**src/rtl/lc_tx_sync_chk.sv**
```systemverilog
// lc_tx_sync_chk: multi-channel synchroniser, stability filter and encoding
// check for multi-bit life-cycle enables. Every channel fails safe to OFF_VAL.
// Optional feature macro: LC_TX_SYNC_CHK_STICKY_ERR_EN adds err_clr_i and
// err_sticky_o, a sticky OR of all per-channel invalid flags.
// Reset asserts asynchronously; release is expected to be synchronised upstream.

// Per-channel lane: flop chain, run-length filter, accept/encode check.
module lc_tx_sync_chk_lane #(
    parameter int              WIDTH      = 4,
    parameter logic [WIDTH-1:0] ON_VAL    = 4'hA,
    parameter logic [WIDTH-1:0] OFF_VAL   = 4'h5,
    parameter int              STAGES     = 2,
    parameter int              STABLE_CYC = 2
) (
    input  logic             clk_i,
    input  logic             rst_ni,
    input  logic [WIDTH-1:0] lc_en_i,
    output logic [WIDTH-1:0] lc_en_o,
    output logic             invalid_o,
    output logic             invalid_d
);
    localparam int CW = (STABLE_CYC > 1) ? $clog2(STABLE_CYC) : 1;
    localparam logic [CW-1:0] CNT_MAX = CW'(STABLE_CYC - 1);

    logic [STAGES-1:0][WIDTH-1:0] sync_q;
    logic [WIDTH-1:0]             sync;
    logic [WIDTH-1:0]             cand_q, cand_d;
    logic [CW-1:0]                cnt_q, cnt_d;
    logic [WIDTH-1:0]             en_d;

    assign sync = sync_q[STAGES-1];

    // Synchroniser chain; stage 0 samples the asynchronous input.
    always_ff @(posedge clk_i or negedge rst_ni) begin
        if (!rst_ni) sync_q <= {STAGES{OFF_VAL}};
        else         sync_q <= {sync_q[STAGES-2:0], lc_en_i};
    end

    // Filter: any change in sync restarts the count; a full run of equal
    // samples accepts the candidate, and the count then saturates so the
    // same value keeps being re-accepted (harmless, output unchanged).
    always_comb begin
        cand_d    = cand_q;
        cnt_d     = cnt_q;
        en_d      = lc_en_o;
        invalid_d = invalid_o;
        if (sync != cand_q) begin
            cand_d = sync;
            cnt_d  = '0;
        end else if (cnt_q != CNT_MAX) begin
            cnt_d = cnt_q + CW'(1);
        end else if (cand_q == ON_VAL) begin
            en_d      = ON_VAL;
            invalid_d = 1'b0;
        end else if (cand_q == OFF_VAL) begin
            en_d      = OFF_VAL;
            invalid_d = 1'b0;
        end else begin
            // Unknown encoding never enables anything downstream.
            en_d      = OFF_VAL;
            invalid_d = 1'b1;
        end
    end

    // Filter and output registers; outputs are driven directly by flops.
    always_ff @(posedge clk_i or negedge rst_ni) begin
        if (!rst_ni) begin
            cand_q    <= OFF_VAL;
            cnt_q     <= '0;
            lc_en_o   <= OFF_VAL;
            invalid_o <= 1'b0;
        end else begin
            cand_q    <= cand_d;
            cnt_q     <= cnt_d;
            lc_en_o   <= en_d;
            invalid_o <= invalid_d;
        end
    end
endmodule


```
**config.mk**
```make
export PLATFORM = sky130hd
export DESIGN_NAME = lc_tx_sync_chk_lane
export DESIGN_NICKNAME = d
export VERILOG_FILES = /design/src/rtl/lc_tx_sync_chk.sv
export SDC_FILE = /design/constraint.sdc
export NUM_CORES = 1
export LEC_CHECK = 0
export BUFFER_PORTS_ARGS = -buffer_cell sky130_fd_sc_hd__buf_4
export CAP_MARGIN = 10
export CORE_AREA = 2 2 39 41
export CTS_CLUSTER_DIAMETER = 120
export DETAILED_ROUTE_END_ITERATION = 8
export DIE_AREA = 0 0 41 43
export PLACE_DENSITY = 0.68
export SETUP_SLACK_MARGIN = 0.1
export SLEW_MARGIN = 10
export SYNTH_ARGS = -nofsm -noshare
export SYNTH_HDL_FRONTEND = slang
export SYNTH_SLANG_ARGS = --single-unit
```
**constraint.sdc**
```tcl
create_clock -name clk_i -period 1.8 [get_ports clk_i]
set_input_delay 0.36 -clock clk_i [delete_from_list [all_inputs] [get_ports clk_i]]
set_output_delay 0.36 -clock clk_i [all_outputs]
set_load 0.1 [all_outputs]
```
==> qor.csv, run 1 <==
metric,value,unit
post-route-drc-count,0,
p_leak,0.3361,nW
crit_family,flip-flops,
worstPathMaxFanout,3,
worst_ep_required_time,1440,ps
gr-usage-met1,0.1307,
worst-path-buf-inv,1,
cts_setup_buffers,0,
synth_cell_types,13,
dr.pass1.iters,4,
die_h,43,µm
relSlewSlack,0.7722,
area_growth,29.40,%
max_freq,0.4686,GHz
whs,186.3,ps
p_per_area,1272,nW/µm²
dp_cells,60,
syn_avg_cell_area,16.05,µm²
layout_min_cycle_time,2134,ps
arrival,1770,ps
status,"complete, but fails checks",
grt_start_max_net_pins,17,
grt_pass1_wl,1386,µm
fp-row-count,14,
port_buffers,11,
h-tree-depth,1,
die_width,41,µm
postRouteAntennaNets,0,
max-cap-violations,0,
antenna_found_initial,0,
violations,setup timing,
core_area,1384,µm²
finalHoldViolations,0,
setup_violations,1,
synth_nets,41,
cp_slowest_cell,dfrtp_1,
fin_crit_sh,1.186,
synth-seq-cells,16,
place.gp.congestion,0.6747,
ios,12,
critPathMaxStageDelay,410,ps
worstPathCellList,xor2_1 -> nor4_4 -> nand2_2 -> mux2_4 -> buf_12,
timing.final.ws_setup,-334.0,ps
mostFrequentLayoutCells,"buf_4 (14), dfrtp_1 (9), dfstp_2 (7)",
drt-vias-per-instance,4.631,
clock_latency,270,ps
initial_core_util,0.4060,
die_area,1763,µm²
finClkSkew,2.096,ps
rsz0062_at_grt,yes,
worst_pin_slew,337.1,ps
netlist_instances,35,
path_class,flip-flop to primary output,
yosysWarnings,0,
vias,301,
clkTransAtPathRegs,90,ps
dp_hpwl,628.6,µm
fin_cells,65,
dr.first_iter.drc_count,3,
start_kind,flip-flop,
rrSetupSlack,260,ps
final_common_cell,buf_4,
cts.sinks,16,
vdd_ir_drop_max,0.5104,mV
overflow,0,
synth-seq-area-share,0.7283,
use_met3,0.03141,
diodes,0,
clock_path_buffers,2,
numCtsBuffers,3,
cp-end-kind,primary output,
cts-root-buf,clkbuf_4,
cts_tree,done,
syn_area,561.8,µm²
busiest_layer,met2,
hp-class,input port to flip-flop,
final_nets,56,
grt_use_total,0.1219,
finalWirelength,799,µm
first_global_vias,329,
drive_above_1_share,0.6122,
grt_use_met2,0.2063,
maxSlewViolCount,0,
wl_per_cell,12.29,µm
worst reg2reg max path: stages, from the launching register on:
cell and delay, ps:
dfrtp_1 410, xor2_1 200, nor4_4 300, nand2_2 100, buf_4 140, mux2_1 290
cells by family (layout without fill, tap and decap cells):
| family | after synthesis | count (layout) | synth area share |
|---|---|---|---|
| AOI/OAI and AO/OA | 2 | 2 | 0.02004 |
| muxes | 2 | 2 | 0.04009 |
| buffers and inverters | 6 | 20 | 0.05344 |
| DFF | 16 | 16 | 0.7283 |
| and+or+nand+nor | 5 | 5 | 0.09577 |
| xor gates and xnor gates | 4 | 4 | 0.06235 |
path summary, 6_finish.rpt:
check | startpoint | endpoint | depth (start not counted)
min | lc_en_i[1] | sync_q[1] | 1
min in group asynchronous | rst_ni | sync[1] | 2
max in group asynchronous | rst_ni | sync[0] | 2
max reg2reg | cand_q[1] | lc_en_o[1] | 5
max | cand_q[1] | invalid_d | 5
min reg2reg | sync_q[0] | sync[0] | 0
per-stage QoR:
stage / TNS (ps) / total power, mW / worst slack (ps) / utilization / instance area [µm²]
floorplan: 0 / 0.6383 / 5.898 / - / 565.5
global placement: -73.56 / 0.6857 / -73.56 / 0.4828 / 668.1
detailed placement: -79.63 / 0.6915 / -79.63 / 0.4828 / 668.1
CTS: -354.0 / 0.9371 / -354.0 / 0.5253 / 726.9
global route: -428.1 / 0.9712 / -428.1 / 0.5253 / 726.9
finish: -334.0 / 0.9247 / -334.0 / 0.5253 / 726.9
cells in the mapped netlist:
master    count  area, µm²
dfrtp_1       9      225.2
dfstp_2       7      183.9
clkbuf_1      4      15.01
xor2_1        4      35.03
buf_4         2      15.01
mux2_1        2      22.52
a21oi_1       1      5.000
a31oi_1       1      6.260
and4bb_2      1      12.51
nand2_2       1      6.260
nor2_1        1      3.750
nor4_4        1      21.27
nor4bb_1      1      10.01
timing repair:
item                                    4_1_cts  5_1_grt
gates resized for setup                       3        0
endpoints found under the setup margin        1        1
endpoints found under the hold margin         9        0
hold buffers                                  1        0
gates cloned                                  0        0
metal layers:
layer	part of all wire	vias to the layer above	wire length [µm]
met5	0	-	0
met4	0	0	0
met3	0.044	0	35
met2	0.58	9	464
met1	0.37	153	299
li1	-	139	-
power by group:
part           internal [mW]  switching (mW)  leakage [nW]
sequential             0.396          0.0178         0.184
clock                  0.123          0.0999        0.0210
combinational         0.0744           0.214         0.131
total                  0.593           0.332         0.336
cell type report:
class | count | area (µm²)
Multi-Input combinational cell | 13 | 126.4
Fill cell | 116 | 656.9
Tap cell | 16 | 20.02
Sequential cell | 16 | 409.1
Clock buffer | 4 | 36.28
Timing Repair Buffer | 16 | 135.1
registers in the layout, summed over array words and instances, names as in the netlist:
signal and cells:
cand_q 4, sync 4, sync_q 4, lc_en_o 2
cnt_q 1, invalid_o 1
Note: power is estimated with default switching activity, not from simulation.
==> inputs of run 2 (changes only) <==
- ABC_AREA: unset -> 1
- CORE_AREA: 2 2 39 41 -> unset
- CORE_UTILIZATION: unset -> 45
- DIE_AREA: 0 0 41 43 -> unset
- PLACE_DENSITY: 0.68 -> 0.71
==> qor.csv, run 2 <==
metric,value,unit,change
gr-usage-met1,0.1481,,+0.01741
synth_top_area_cell,dfrtp_1,,
busiest_layer,met2,,
fillers,113,,-2.6%
drt-vias-per-instance,4.475,,-3.4%
ys_top_cells_by_area,"dfrtp_1 (36%), dfstp_2 (30%), nand2_1 (12%)",,
grt_pass1_wl,1449,µm,+4.5%
worstPathMaxFanout,3,,unchanged
post-route-drc-count,0,,unchanged
crit_start,cand_q[2],,
yosysMostFrequentCell,nand2_1,,
synth_cell_types,12,,-1
use_met3,0.05202,,+0.02061
final_nets,91,,+63%
hp-class,input port to flip-flop,,
final_common_cell,buf_4,,
max_freq,0.5284,GHz,+13%
grt_start_max_net_pins,17,,unchanged
start_kind,flip-flop,,
h-tree-depth,1,,unchanged
fin_crit_sh,1.051,,-0.1341
p_per_area,1307,nW/µm²,+2.7%
place.gp.congestion,0.7193,,+6.6%
finalWirelength,955,µm,+20%
rrSetupSlack,480,ps,+220 ps
synth_nets,71,,+73%
synthArstFlopShare,1.000,,unchanged
yosysWarnings,0,,unchanged
whs,182.9,ps,-3.312 ps
numCtsBuffers,3,,unchanged
dr.first_iter.drc_count,5,,+2
clock_latency,270,ps,about the same
netlist_instances,65,,+86%
crit_end,invalid_d,,
ios,12,,unchanged
die_area,1535,µm²,-13%
syn_avg_cell_area,9.567,µm²,-40%
comb_power_share,0.426,,+0.114
dr.pass1.iters,2,,-2
netSwitchingPower,0.4582,mW,+38%
critical_path.reg2reg.endpoint,lc_en_o[1],,
synth-seq-area-share,0.6579,,-0.07034
diodes,0,,unchanged
dp_hpwl,620.1,µm,-1.4%
worstPathCellList,inv_2 -> nand2_1 -> nand2_1 -> nor2_2 -> nand2_2 -> clkinv_2 -> nand2_2 -> nand2_4 -> buf_12,,
timing.final.ws_setup,-92.59,ps,+241.4 ps
first_global_vias,384,,+17%
finClkSkew,2.600,ps,+0.5030 ps
synthTopCellsByCount,"nand2_1 (20), inv_1 (10), dfrtp_1 (9)",,
cp_slowest_cell,dfstp_2,,
p_int,0.6145,mW,+3.6%
p_leak,0.4432,nW,+32%
synth-edff-count,0,,unchanged
vdd_ir_drop_max,0.7900,mV,+55%
grt_use_total,0.1600,,+0.03805
dp_cells,87,,+45%
cts-root-buf,clkbuf_4,,
syn_area,621.8,µm²,+11%
overflow,0,,unchanged
pwr-share-seq,0.398,,-0.049
clock_path_buffers,2,,unchanged
die_width,39.18,µm,-4.5%
wl_per_cell,9.646,µm,-22%
maxSlewViolCount,0,,unchanged
drive_above_1_share,0.4762,,-0.1361
area_growth,31.99,%,
fin_cells,99,,+52%
worst_pin_slew,279.2,ps,-57.85 ps
reg2reg_depth,9,,+4
postRouteAntennaNets,0,,unchanged
cts_tree,done,,
clkPwrFrac,0.175,,-0.066
worst_ep_required_time,1440,ps,about the same
tns,-92.59,ps,+241.4 ps
total_power,1.073,mW,+16%
yosysTopAreaCellShare,0.3622,,-0.03872
violations,setup timing,,
synth_flop_cell,dfrtp_1,,
antenna_found_initial,0,,unchanged
switching_share,0.4271,,+0.06839
arrival,1530,ps,-240 ps
port_buffers,11,,unchanged
reg2reg_from,cand_q[0],,
initial_core_util,0.4839,,+0.07797
fp-row-count,13,,-1
max-cap-violations,0,,unchanged
clkTransAtPathRegs,90,ps,about the same
relSlewSlack,0.8154,,+0.04316
layout_min_cycle_time,1893,ps,-241.4 ps
cts.sinks,16,,unchanged
cp-end-kind,primary output,,
path_class,flip-flop to primary output,,
status,"complete, but fails checks",,
core_area,1285,µm²,-7.1%
rsz0062_at_grt,yes,,
design_area,820.8,µm²,+13%
finalHoldViolations,0,,unchanged
critPathMaxStageDelay,560,ps,+150 ps
mostFrequentLayoutCells,"buf_4 (19), nand2_1 (18), inv_1 (8), dfrtp_1 (8), dfstp_2 (7)",,
setup_violations,1,,unchanged
grt_use_met2,0.2792,,+0.07292
vias,443,,+47%
placed_area,716.9,µm²,+7.3%
synth-seq-cells,16,,unchanged
die_h,39.18,µm,-8.9%
## run 2: changes by cell type in the layout (fill, tap and decap cells not counted), moves of 4 or more
cell,previous run,this run
buf_4,14,19
inv_1,0,8
nand2_1,0,18
nand3_1,0,4
xor2_1,4,0
## run 2: repair_timing
item                                    4_1_cts  5_1_grt
resized for setup                             4        2
endpoints found under the setup margin        1        1
hold buffers                                  1        0
hold endpoints to repair                      9        0
buffers inserted                              6        1
pin swaps                                     7        3
## run 2: logic make-up after synthesis
kind of cell           synth area share
DFF                              0.6580
buffers and inverters            0.1167
and+or+nand+nor                  0.2253
## run 2: area by class of cell
class | instances | area (µm²) | share of cell area
Timing Repair Buffer | 21 | 172.7 | 0.2104
Clock buffer | 4 | 26.28 | 0.03201
Inverter | 11 | 42.54 | 0.05183
Sequential cell | 16 | 410.4 | 0.5000
Tap cell | 15 | 18.77 | 0.02287
Multi-Input combinational cell | 32 | 150.1 | 0.1829
## run 2: worst min path at each step
stage                from         end  slack (ps)  depth (start not counted)
2_1_floorplan      rst_ni   cand_q[1]          60                          0
3_3_place_gp       rst_ni  lc_en_o[1]         230                          1
3_5_place_dp       rst_ni       cnt_q         230                          1
4_1_cts        lc_en_i[2]   sync_q[2]         170                          1
5_1_grt        lc_en_i[3]   sync_q[3]         160                          1
6_report       lc_en_i[2]   sync_q[2]         180                          1
## run 2: critical path, delay by kind of cell, from the launching register on
| family | cells | cell delay, ps |
|---|---|---|
| buffers and inverters | 3 | 260 |
| AND/OR/NAND/NOR | 6 | 440 |
| flip-flops | 1 | 560 |
## run 2: metrics by stage
| stage | utilization | setup WS (ps) |
|---|---|---|
| floorplan | - | 100.1 |
| global placement | 0.5579 | 103.8 |
| detailed placement | 0.5579 | 81.52 |
| CTS | 0.6329 | -98.49 |
| global route | 0.6388 | -190.2 |
| finish | 0.6388 | -92.59 |
## run 2: power groups by stage
stage	combinational [mW]	clock [mW]	sequential, mW
floorplan	0.203	0	0.561
global placement	0.396	0	0.432
detailed placement	0.400	0	0.434
CTS	0.451	0.200	0.427
global route	0.474	0.218	0.431
finish	0.457	0.188	0.427
## run 2: per-layer routing
metal | up-vias | routed length (µm)
li1 | 226 | -
met2 | 10 | 512
met3 | 2 | 47
met1 | 205 | 384
met5 | - | 0
met4 | 0 | 11
==> inputs of run 3 (changes only) <==
- CELL_PAD_IN_SITES_DETAIL_PLACEMENT: unset -> 0
- CELL_PAD_IN_SITES_GLOBAL_PLACEMENT: unset -> 1
- CORE_UTILIZATION: 45 -> 34
- PLACE_DENSITY: 0.71 -> 0.7
==> qor.csv, run 3 (synthesis gave the netlist of run 2 again) <==
metric,value,unit,change
wl_per_cell,8.466,µm,-12%
rrSetupSlack,510,ps,+30 ps
worst_pin_slew,278.4,ps,-0.7848 ps
worstPathMaxFanout,4,,+1
vias,421,,-5.0%
cts.sinks,16,,unchanged
grt_use_total,0.1085,,-0.05150
grt_start_max_net_pins,17,,unchanged
relSlewSlack,0.8159,,about the same
total_power,1.109,mW,+3.4%
arrival,1540,ps,about the same
max_freq,0.5274,GHz,-0.19%
clock_path_buffers,2,,unchanged
hp-class,input port to flip-flop,,
start_kind,flip-flop,,
core_area,1727,µm²,+34%
place.gp.congestion,0.7115,,-1.1%
cp-end-kind,primary output,,
cp_slowest_cell,dfstp_2,,
area_growth,29.18,%,
fin_cells,103,,+4.0%
clock_latency,280,ps,about the same
final_common_cell,nand2_1,,
violations,setup timing,,
status,"complete, but fails checks",,
dp_cells,97,,+11%
regArea,410.4,µm²,unchanged
setup_violations,1,,unchanged
die_area,2004,µm²,+31%
max-cap-violations,0,,unchanged
critical_path.reg2reg.endpoint,invalid_o,,
die_width,44.77,µm,+14%
numCtsBuffers,3,,unchanged
mostFrequentLayoutCells,"nand2_1 (18), buf_4 (13), inv_1 (10)",,
clkTransAtPathRegs,90,ps,about the same
reg2reg_from,cand_q[0],,
tns,-96.22,ps,-3.626 ps
worstPathCellList,inv_1 -> nand2_1 -> nand2_1 -> nor2_2 -> nand2_2 -> clkinv_2 -> nand2_4 -> nand2_4 -> buf_12,,
finClkSkew,3.508,ps,+0.9082 ps
grt_pass1_wl,1442,µm,-0.48%
critPathMaxStageDelay,560,ps,about the same
dr.first_iter.drc_count,3,,-2
whs,174.7,ps,-8.221 ps
fin_crit_sh,1.053,,+0.002015
post-route-drc-count,0,,unchanged
initial_core_util,0.3601,,-0.1238
overflow,0,,unchanged
finalHoldViolations,0,,unchanged
p_leak,0.4334,nW,-2.2%
crit_family,flip-flops,,
multi_input_area,155.1,µm²,+3.3%
h-tree-depth,1,,unchanged
hold_path_end,sync_q[2],,
worst-path-buf-inv,3,,unchanged
final_nets,85,,-6.6%
worst_ep_required_time,1440,ps,about the same
dr.pass1.iters,4,,+2
rsz0062_at_grt,yes,,
port_buffers,11,,unchanged
postRouteAntennaNets,0,,unchanged
crit_start,cand_q[0],,
path_class,flip-flop to primary output,,
cts-root-buf,clkbuf_4,,
antenna_found_initial,0,,unchanged
cts_tree,done,,
hold-path-cell-count,1,,unchanged
drive_above_1_share,0.4231,,-0.05311
hp-start,lc_en_i[2],,
maxSlewViolCount,0,,unchanged
timing.final.ws_setup,-96.22,ps,-3.626 ps
fillers,177,,+57%
reg2reg_depth,8,,-1
first_global_vias,350,,-8.9%
die_h,44.77,µm,+14%
drt-vias-per-instance,4.087,,-8.7%
ios,12,,unchanged
fp-row-count,15,,+2
p_per_area,1380,nW/µm²,+5.6%
crit_cells,9,,unchanged
diodes,0,,unchanged
layout_min_cycle_time,1896,ps,+3.626 ps
finalWirelength,872,µm,-8.7%
vdd_ir_drop_max,0.7549,mV,-4.4%
-- run 3: worst max-delay path by stage --
stage / endpoint
global placement: invalid_d
floorplan: lc_en_o[3]
CTS: invalid_d
global route: invalid_d
detailed placement: invalid_d
finish: invalid_d
-- run 3: per-stage QoR --
step	util	setup WS [ps]	instance area, µm²
after floorplan	-	100.1	630.6
after global placement	0.4225	85.65	729.5
after detailed placement	0.4225	85.56	729.5
after CTS	0.4623	-139.4	798.3
after global routing	0.4652	-192.7	803.3
final	0.4652	-96.22	803.3
-- run 3: timing repair --
action                     CTS  global route
hold buffers                 1             0
pin swaps                    5             3
resized for setup            4             1
hold endpoints to repair     9             0
setup endpoints to repair    1             1
setup buffers                1             0
-- run 3: worst register-to-register path: cells and delay by family (launching register included) --
family,cells,cell delay [ps]
flops,1,560
simple gates,6,470
buf+inv,2,170
-- run 3: final cells by class --
cell class,count,share of cell area
clock buffers,4,0.04517
well taps,25,0.03894
multi-input cells,32,0.1931
inverters,11,0.05296
repair buffers,15,0.1589
flip-flops and latches,16,0.5109
-- run 3: metal layers --
layer / global-route usage / wire length [µm]
met1: 0.1207 / 386
met2: 0.1676 / 437
met3: 0.03600 / 37
met4: 0.09091 / 10
met5: 0 / 0
-- run 3: power by group --
part / internal [mW] / leakage, nW / switching (mW)
clock network: 0.123 / 0.0210 / 0.108
logic: 0.117 / 0.230 / 0.333
registers: 0.404 / 0.183 / 0.0239
total: 0.644 / 0.433 / 0.465
